===== src/rtl/ysyx_23060203_pkg.sv =====
`default_nettype none
// ysyx_23060203_pkg: shared register-address type and validity helper for the
// register file and its scoreboard.
package ysyx_23060203_pkg;

    localparam int REG_AW = 5;

    typedef logic [REG_AW-1:0] reg_addr_t;

    // x0 and anything beyond the implemented register count never hold state.
    function automatic logic reg_valid(input reg_addr_t addr, input int unsigned nr_reg);
        return (addr != '0) && (32'(addr) < nr_reg);
    endfunction

endpackage
`default_nettype wire


===== src/rtl/ysyx_23060203_regfile_sb_if.sv =====
`default_nettype none
// ysyx_23060203_regfile_sb_if: read, issue-claim and writeback bundle of the
// scoreboarded register file; master = pipeline side, slave = register file.
interface ysyx_23060203_regfile_sb_if
    import ysyx_23060203_pkg::*;
#(
    parameter int NR_RD = 2,
    parameter int NR_WR = 2,
    parameter int XLEN  = 32,
    parameter int TAG_W = 4
);

    logic [NR_RD*REG_AW-1:0] raddr;
    logic [NR_RD*XLEN-1:0]   rdata;
    logic [NR_RD-1:0]        rbusy;

    logic                    iss_valid;
    reg_addr_t               iss_rd;
    logic [TAG_W-1:0]        iss_tag;

    logic [NR_WR-1:0]        wen;
    logic [NR_WR*REG_AW-1:0] waddr;
    logic [NR_WR*XLEN-1:0]   wdata;
    logic [NR_WR*TAG_W-1:0]  wtag;

    logic                    flush;

    modport master (
        output raddr, iss_valid, iss_rd, iss_tag, wen, waddr, wdata, wtag, flush,
        input  rdata, rbusy
    );

    modport slave (
        input  raddr, iss_valid, iss_rd, iss_tag, wen, waddr, wdata, wtag, flush,
        output rdata, rbusy
    );

endinterface
`default_nettype wire


===== src/rtl/ysyx_23060203_sb_entry.sv =====
`default_nettype none
// ysyx_23060203_sb_entry: busy bit and owner tag of one register, resolving
// claim > flush > release priority.
module ysyx_23060203_sb_entry #(
    parameter int TAG_W = 4,
    parameter int NR_WR = 2
) (
    input  logic                   clock,
    input  logic                   reset,
    input  logic                   claim_i,
    input  logic [TAG_W-1:0]       iss_tag_i,
    input  logic [NR_WR-1:0]       hit_i,
    input  logic [NR_WR*TAG_W-1:0] wtag_i,
    input  logic                   flush_i,
    output logic                   busy_o,
    output logic                   release_o
);

    logic             busy_q, busy_d;
    logic [TAG_W-1:0] owner_q, owner_d;
    logic             release_w;

    // Only the current owner's writeback clears busy; stale producers do not.
    always_comb begin
        release_w = 1'b0;
        for (int j = 0; j < NR_WR; j++) begin
            if (hit_i[j] && (wtag_i[j*TAG_W +: TAG_W] == owner_q)) begin
                release_w = 1'b1;
            end
        end
    end

    always_comb begin
        busy_d  = busy_q;
        owner_d = owner_q;
        if (claim_i) begin
            busy_d  = 1'b1;
            owner_d = iss_tag_i;
        end else if (flush_i || release_w) begin
            busy_d  = 1'b0;
        end
    end

    always_ff @(posedge clock or negedge reset) begin
        if (!reset) begin
            busy_q  <= 1'b0;
            owner_q <= '0;
        end else begin
            busy_q  <= busy_d;
            owner_q <= owner_d;
        end
    end

    assign busy_o    = busy_q;
    assign release_o = release_w;

endmodule
`default_nettype wire


===== src/rtl/ysyx_23060203_regfile_sb.sv =====
`default_nettype none
// ysyx_23060203_regfile_sb: multi-port GPR file with same-cycle write bypass
// and a per-register tagged scoreboard for RAW hazard tracking.
module ysyx_23060203_regfile_sb
    import ysyx_23060203_pkg::*;
#(
    parameter int NR_REG = 16,
    parameter int XLEN   = 32,
    parameter int NR_RD  = 2,
    parameter int NR_WR  = 2,
    parameter int TAG_W  = 4,
    parameter bit BYPASS = 1'b1
) (
    input logic                        clock,
    input logic                        reset,
    ysyx_23060203_regfile_sb_if.slave  bus
);

    logic [XLEN-1:0]   regs_q [NR_REG];
    logic [XLEN-1:0]   regs_d [NR_REG];
    logic [NR_REG-1:0] busy_w;
    logic [NR_REG-1:0] release_w;

    // Ascending port order lets the highest-indexed port win a collision.
    always_comb begin
        for (int k = 0; k < NR_REG; k++) begin
            regs_d[k] = regs_q[k];
        end
        for (int j = 0; j < NR_WR; j++) begin
            if (bus.wen[j] && reg_valid(bus.waddr[j*REG_AW +: REG_AW], NR_REG)) begin
                for (int k = 0; k < NR_REG; k++) begin
                    if (bus.waddr[j*REG_AW +: REG_AW] == REG_AW'(k)) begin
                        regs_d[k] = bus.wdata[j*XLEN +: XLEN];
                    end
                end
            end
        end
    end

    always_ff @(posedge clock or negedge reset) begin
        if (!reset) begin
            for (int k = 0; k < NR_REG; k++) begin
                regs_q[k] <= '0;
            end
        end else begin
            for (int k = 0; k < NR_REG; k++) begin
                regs_q[k] <= regs_d[k];
            end
        end
    end

    assign busy_w[0]    = 1'b0;
    assign release_w[0] = 1'b0;

    for (genvar k = 1; k < NR_REG; k++) begin : g_entry
        logic [NR_WR-1:0] hit;
        logic             claim;

        always_comb begin
            for (int j = 0; j < NR_WR; j++) begin
                hit[j] = bus.wen[j] && (bus.waddr[j*REG_AW +: REG_AW] == REG_AW'(k));
            end
        end

        assign claim = bus.iss_valid && (bus.iss_rd == REG_AW'(k));

        ysyx_23060203_sb_entry #(
            .TAG_W (TAG_W),
            .NR_WR (NR_WR)
        ) u_entry (
            .clock     (clock),
            .reset     (reset),
            .claim_i   (claim),
            .iss_tag_i (bus.iss_tag),
            .hit_i     (hit),
            .wtag_i    (bus.wtag),
            .flush_i   (bus.flush),
            .busy_o    (busy_w[k]),
            .release_o (release_w[k])
        );
    end

    for (genvar i = 0; i < NR_RD; i++) begin : g_rd
        reg_addr_t       addr;
        logic            valid;
        logic [XLEN-1:0] data;
        logic            busy;

        assign addr  = bus.raddr[i*REG_AW +: REG_AW];
        assign valid = reg_valid(addr, NR_REG);

        always_comb begin
            data = '0;
            busy = 1'b0;
            if (valid) begin
                for (int k = 0; k < NR_REG; k++) begin
                    if (addr == REG_AW'(k)) begin
                        data = regs_q[k];
                        busy = busy_w[k] & ~(BYPASS & release_w[k]);
                    end
                end
                if (BYPASS) begin
                    for (int j = 0; j < NR_WR; j++) begin
                        if (bus.wen[j] && (bus.waddr[j*REG_AW +: REG_AW] == addr)) begin
                            data = bus.wdata[j*XLEN +: XLEN];
                        end
                    end
                end
            end
        end

        assign bus.rdata[i*XLEN +: XLEN] = data;
        assign bus.rbusy[i]              = busy;
    end

endmodule
`default_nettype wire

===== src/flat_wrapper.sv =====
// flat-port wrapper written by rule: the top's interface ports become plain ports
module ysyx_23060203_regfile_sb_flat import ysyx_23060203_pkg::*;
#(
    parameter int NR_REG = 16,
    parameter int XLEN   = 32,
    parameter int NR_RD  = 2,
    parameter int NR_WR  = 2,
    parameter int TAG_W  = 4,
    parameter bit BYPASS = 1'b1
)
  (clock, reset, bus_raddr, bus_iss_valid, bus_iss_rd, bus_iss_tag, bus_wen, bus_waddr, bus_wdata, bus_wtag, bus_flush, bus_rdata, bus_rbusy);
  ysyx_23060203_regfile_sb_if #(.NR_RD(NR_RD), .NR_WR(NR_WR), .XLEN(XLEN), .TAG_W(TAG_W)) bus_i ();
  input logic clock;
  input logic reset;
  input wire logic [$bits(bus_i.raddr)-1:0] bus_raddr;
  input wire logic [$bits(bus_i.iss_valid)-1:0] bus_iss_valid;
  input wire logic [$bits(bus_i.iss_rd)-1:0] bus_iss_rd;
  input wire logic [$bits(bus_i.iss_tag)-1:0] bus_iss_tag;
  input wire logic [$bits(bus_i.wen)-1:0] bus_wen;
  input wire logic [$bits(bus_i.waddr)-1:0] bus_waddr;
  input wire logic [$bits(bus_i.wdata)-1:0] bus_wdata;
  input wire logic [$bits(bus_i.wtag)-1:0] bus_wtag;
  input wire logic [$bits(bus_i.flush)-1:0] bus_flush;
  output wire logic [$bits(bus_i.rdata)-1:0] bus_rdata;
  output wire logic [$bits(bus_i.rbusy)-1:0] bus_rbusy;
  assign bus_i.raddr = bus_raddr;
  assign bus_i.iss_valid = bus_iss_valid;
  assign bus_i.iss_rd = bus_iss_rd;
  assign bus_i.iss_tag = bus_iss_tag;
  assign bus_i.wen = bus_wen;
  assign bus_i.waddr = bus_waddr;
  assign bus_i.wdata = bus_wdata;
  assign bus_i.wtag = bus_wtag;
  assign bus_i.flush = bus_flush;
  assign bus_rdata = bus_i.rdata;
  assign bus_rbusy = bus_i.rbusy;
  ysyx_23060203_regfile_sb #(.NR_REG(NR_REG), .XLEN(XLEN), .NR_RD(NR_RD), .NR_WR(NR_WR), .TAG_W(TAG_W), .BYPASS(BYPASS)) u_core (.clock(clock), .reset(reset), .bus(bus_i));
endmodule

===== config.mk =====
export PLATFORM = sky130hd
export DESIGN_NAME = ysyx_23060203_regfile_sb_flat
export DESIGN_NICKNAME = d
export VERILOG_FILES = /design/src/rtl/ysyx_23060203_pkg.sv /design/src/rtl/ysyx_23060203_regfile_sb_if.sv /design/src/rtl/ysyx_23060203_sb_entry.sv /design/src/rtl/ysyx_23060203_regfile_sb.sv /design/src/flat_wrapper.sv
export SDC_FILE = /design/constraint.sdc
export NUM_CORES = 2
export LEC_CHECK = 0
export ABC_AREA = 1
export CAP_MARGIN = 10
export CELL_PAD_IN_SITES_DETAIL_PLACEMENT = 1
export CELL_PAD_IN_SITES_GLOBAL_PLACEMENT = 2
export CORE_UTILIZATION = 38
export DETAILED_ROUTE_END_ITERATION = 10
export PLACE_DENSITY = 0.83
export SLEW_MARGIN = 30
export SYNTH_ARGS = -nofsm -noshare
export SYNTH_HDL_FRONTEND = slang
export SYNTH_SLANG_ARGS = --single-unit

===== constraint.sdc =====
create_clock -name clock -period 5.64 [get_ports clock]
set_input_delay 0.846 -clock clock [delete_from_list [all_inputs] [get_ports clock]]
set_output_delay 0.846 -clock clock [all_outputs]
set_load 0.1 [all_outputs]

### Word level (Yosys, flattened, before mapping)

Index checks and enable logic that the tools add are counted.

* bitwise gates (word level): 30
* magnitude comparators: 4
* equality and inequality tests: 109
* muxes and demuxes: 164
* reduce and logical (&&, ||, !) cells: 123

Operators with widths (count)
* 32-bit two-way mux: 70
* 512-bit two-way mux: 2
* 5-bit by 4-bit == test with 1-bit output, second input constant: 40
* 4-bit == test: 30
* 5-bit by 3-bit == test with 1-bit output, second input constant: 20
* 1-bit two-way mux: 92
* 1-bit logical AND: 85
* 5-bit by 2-bit == test with 1-bit output, second input constant: 10
* 2-bit nonzero test: 15
* 5-bit by 1-bit == test with 1-bit output, second input constant: 5
* 5-bit == test: 4
* 5-bit zero test: 4
* 5-bit < comparator, second input constant: 4
* 5-bit nonzero test: 4
* 1-bit AND: 15
* 1-bit logical OR: 15
* 1-bit inverter: 15

* output and inout port bits: 66
* input bits: 107
* word-level logic and storage cells: 476
* register bits: 587

### Depth between registers and ports, before layout

* depth after elaboration: 23
* mapped depth: 19
* gate-level depth less buffers: 17

### Cells and area by module

From an unflattened synthesis, not the netlist that was laid out.

* cells, all modules: 5752
* area, all modules: 38170.4 µm²

By module, submodules not included
* ysyx_23060203_regfile_sb: area each 33422.1 µm², times used 1, cells an instance 5002, sequential area each 12812.3 µm²
* ysyx_23060203_sb_entry: area each 316.6 µm², times used 15, cells an instance 50, sequential area each 125.1 µm²

### Worst setup path before layout

No wires, ideal clock.

* path type: in2out
* from: input bus_raddr[3]
* to: output bus_rdata[31]
* arrival time: 3.653 ns
* stages: 17
* buffers on the path: 2
* path slack: 1.141 ns
* required time: 4.794 ns
* cells stage by stage: buf_2 > nor2_4 > inv_2 > nor2_4 > inv_2 > buf_2 > nor2_1 > nor2_1 > o2111ai_1 > nand2_1 > nand4_1 > nand2_1 > nand4_1 > nand2_1 > nand2_1 > nand2_1 > a21oi_1

* longest elaborated chain between the ends: 20
* elaborated cells on any way between the ends: 42
* those cells by class: order compare: 1; eq/ne: 17; mux: 19; reduce/logical: 5

Ends and longest elaborated chain
* start, declared: RTL line flat_wrapper.sv:15 `input wire logic [$bits(bus_i.raddr)-1:0] bus_raddr;`
* 5-bit zero test: RTL line ysyx_23060203_regfile_sb.sv:97 `if (addr == REG_AW'(k)) begin`
* 32-bit two-way mux (16 in series): RTL line ysyx_23060203_regfile_sb.sv:97
* 32-bit two-way mux (2 in series): RTL line ysyx_23060203_regfile_sb.sv:104 `if (bus.wen[j] && (bus.waddr[j*REG_AW +: REG_AW] == addr)) begin`
* 32-bit two-way mux *: RTL line ysyx_23060203_regfile_sb.sv:95 `if (valid) begin`
* end, declared: RTL line flat_wrapper.sv:24 `output wire logic [$bits(bus_i.rdata)-1:0] bus_rdata;`

Every way passes the cells marked *; elsewhere a longest branch is shown, timed or not.

### Worst setup path after layout

* from: input bus_raddr[1]
* to: output bus_rdata[18]

Same word-level chain as after synthesis.

==> results.yml <==
cts:
  htreeDepth: 3
  ctsResizeCount: 0
  clk_pin_slew_ns: 0.06
  clock_path_buffers: 3
  root_buffer: "clkbuf_16"
  cts.sink_count: 587
  cts_hold_buf: 0
  numCtsBuffers: 75
  cts_tree: "done"
  clk_latency_ns: 0.64
  post_cts_buffers: 0
routing:
  wl_mm: 189
  drtPass1Iterations: 6
  wl_per_cell_um: 28.1
  ant_nets: 0
  via_per_inst: 6.08
  vias: 41000
  drt_iter0_markers: 4472
  drc: 0
power_and_ir_drop:
  p_leak_nw: 19.1
  power.share.sequential_pct: 40.3
  p_clk_share_pct: 34.6
  power_frac_comb_pct: 25.1
  ir_drop_v: 0.000203
  internal_power_mw: 9.51
  sw_frac_of_total_pct: 34.9
  powerDensity_mw_per_mm2: 336
  power.switching_mw: 5.10
floorplanning:
  initial_core_util_pct: 38.4
  die_w_um: 315
  row_count: 114
  die_h_um: 315
  io-pin-count: 173
  core_area_mm2: 0.0969
  fp.dieArea_mm2: 0.0992
sta:
  relSlewSlack_pct: 28.2
  max_freq_ghz: 0.193
  worst_slew_pin_slew_ns: 1.07
  hold_viol_final: 0
  rsz0062_at_grt: "no"
  setup-tns-final_ns: 0
  period_share_pct: 91.9
  drv_slew: 0
  setup_viol: 0
  layout_min_cycle_time_ns: 5.19
  skew_ns: 0.00512
place:
  place_area_mm2: 0.0409
  gp_congestion: 0.930
  io_buffers: 172
  hpwl_mm: 127
logic_synthesis:
  synthesis.nets: 5580
  ys_seq_elements: 587
  synthCells: 5473
  yosysWarnings: 0
  ys.flop_type: "dfrtp_1"
  synth_most_common_cell: "nand2_1"
  synthXorXnorAreaFrac_pct: 1.18
  avgSynthCellArea_um2: 6.80
  synth_mux_area_share_pct: 0
  synth-simple-area-share_pct: 23.4
  synthAdderAreaFrac_pct: 0
  seq_area_frac_synth_pct: 39.5
  synth_top_area_share_pct: 39.5
  synth_top_family_by_area: "compound AO/OA/AOI/OAI gates"
  synth_edf_count: 0
  yosysTopAreaCell: "dfrtp_1"
  synthesis.area_mm2: 0.0372
  synth.area.top_cells: "dfrtp_1 39%, nand2_1 12%, o21ai_0 11%"
  synthTopCellsByCount: "1187 x nand2_1, 802 x o21ai_0, 587 x dfrtp_1"
  synth-compound-area-share_pct: 25.0
  yosysUniqueCellTypes: 44
  async_flop_share_pct: 100
global_routing:
  track_usage_pct: 37.9
  antenna_found_initial: 5
  grt_max_degree: 104
  grt_pass1_vias: 40400
  grt_pass1_wl_mm: 279
  grt-ovfl-total: 0
hold_path:
  hold_path.class: "input pin to async pin"
flow_run:
  max-cap-violations: 0
cells_and_area:
  nFillCells: 12200
  drive_gt1_share_pct: 7.51
  syn2layout_area_growth_pct: 16.6
  stdcell_area_mm2: 0.0434
  layout.nets: 5518
critical_path:
  worstPathRequired_ns: 4.79
  worstSetupEndpointType: "output pin"
  reg2reg_from: "u_core.g_entry[14].u_entry.owner_q[1]"
  path_class: "input pin to output pin"
  startpoint_type: "input pin"
  path_max_fanout: 20
  worst_ep_arrival_time_ns: 4.34
  ff2ff_path_depth: 5
  r2r_slack_ns: 3.66
  worst_r2r_endpoint: "u_core.g_entry[14].u_entry.busy_o"
status:
  outcome: "completed"
## worst max path at each step
stage            startpoint       endpoint  slack (ns)  cells after the start
2_1_floorplan  bus_raddr[3]  bus_rdata[31]        1.14                     17
3_3_place_gp   bus_raddr[1]  bus_rdata[18]        0.60                     14
3_5_place_dp   bus_raddr[1]  bus_rdata[18]        0.55                     14
4_1_cts        bus_raddr[1]  bus_rdata[18]        0.54                     14
5_1_grt        bus_raddr[5]  bus_rdata[49]        0.32                     17
6_report       bus_raddr[1]  bus_rdata[18]        0.45                     14
## power by group through the flow
stage / combinational [mW] / sequential (mW) / clock, mW
after CTS: 3.60 / 5.86 / 5.09
after global routing: 4.06 / 5.99 / 5.23
after global placement: 3.45 / 5.89 / 0
final: 3.66 / 5.89 / 5.06
after floorplan: 2.42 / 5.73 / 0
after detailed placement: 3.57 / 5.92 / 0
## layout make-up
cell class	instances	area [µm²]	share of cell area [%]
diodes	3	7.51	0.0173
clock buffers	114	2290	5.27
clock inverters	12	189	0.435
inverters	594	2230	5.14
multi-input cells	3835	18600	42.9
flip-flops and latches	587	14700	33.8
well taps	1276	1600	3.68
repair buffers	318	3800	8.75
## registers in the layout (all words and copies together) (netlist names)
| name | flops |
|---|---|
| u_core.regs_q | 512 |
| u_core.g_entry.u_entry.owner_q | 60 |
| u_core.g_entry.u_entry.busy_o | 15 |
## logic make-up (layout without fill, tap and decap cells)
kind of cell    after synthesis  in the layout
simple gates               2091           2091
compound gates             1694           1694
buf+inv                    1051           1038
flops                       587            587
xor+xnor                     50             50
other cells                   0              3
## routing by layer
layer,wire [µm],global-route usage (%),up-vias
met5,13,0,-
met4,6340,12.7,2
met3,18000,8.29,334
met2,79500,55.0,2021
met1,85400,55.1,20500
li1,-,-,18100
## placed cells by master (no fill, tap or decap), types with 90 or more instances in the layout
cell,instances
inv_1,565
nand2_1,1179
o22ai_1,158
a21oi_1,435
o21ai_0,802
dfrtp_1,587
buf_12,90
buf_4,122
nand3_1,154
nand4_1,138
clkdlybuf4s50_1,104
nor2_1,494
o211ai_1,117
## critical path: stages
cell and delay [ns]:
clkdlybuf4s50_1 0.57, nor2_1 0.43, nand3_2 0.37, buf_4 0.41
o2111ai_1 0.42, nand2_1 0.13, nand3_1 0.11, nand2_1 0.12
nand3_1 0.10, nand2_1 0.10, nand4_1 0.10, nand2_1 0.06
a21oi_1 0.31, buf_12 0.23
## per-stage QoR
step | setup WS (ns) | hold WS (ns) | power, mW | utilization, % | instances
after floorplan | 1.14 | 0.429 | 8.15 | - | 5473
after global placement | 0.603 | 0.365 | 9.34 | 42.2 | 6609
after detailed placement | 0.546 | 0.367 | 9.49 | 42.2 | 6609
after CTS | 0.535 | 0.333 | 14.5 | 44.8 | 6735
after global routing | 0.319 | 0.0631 | 15.3 | 44.8 | 6736
final | 0.455 | 0.0741 | 14.6 | 44.8 | 6739
No activity file was read; power rests on OpenSTA's default activity.
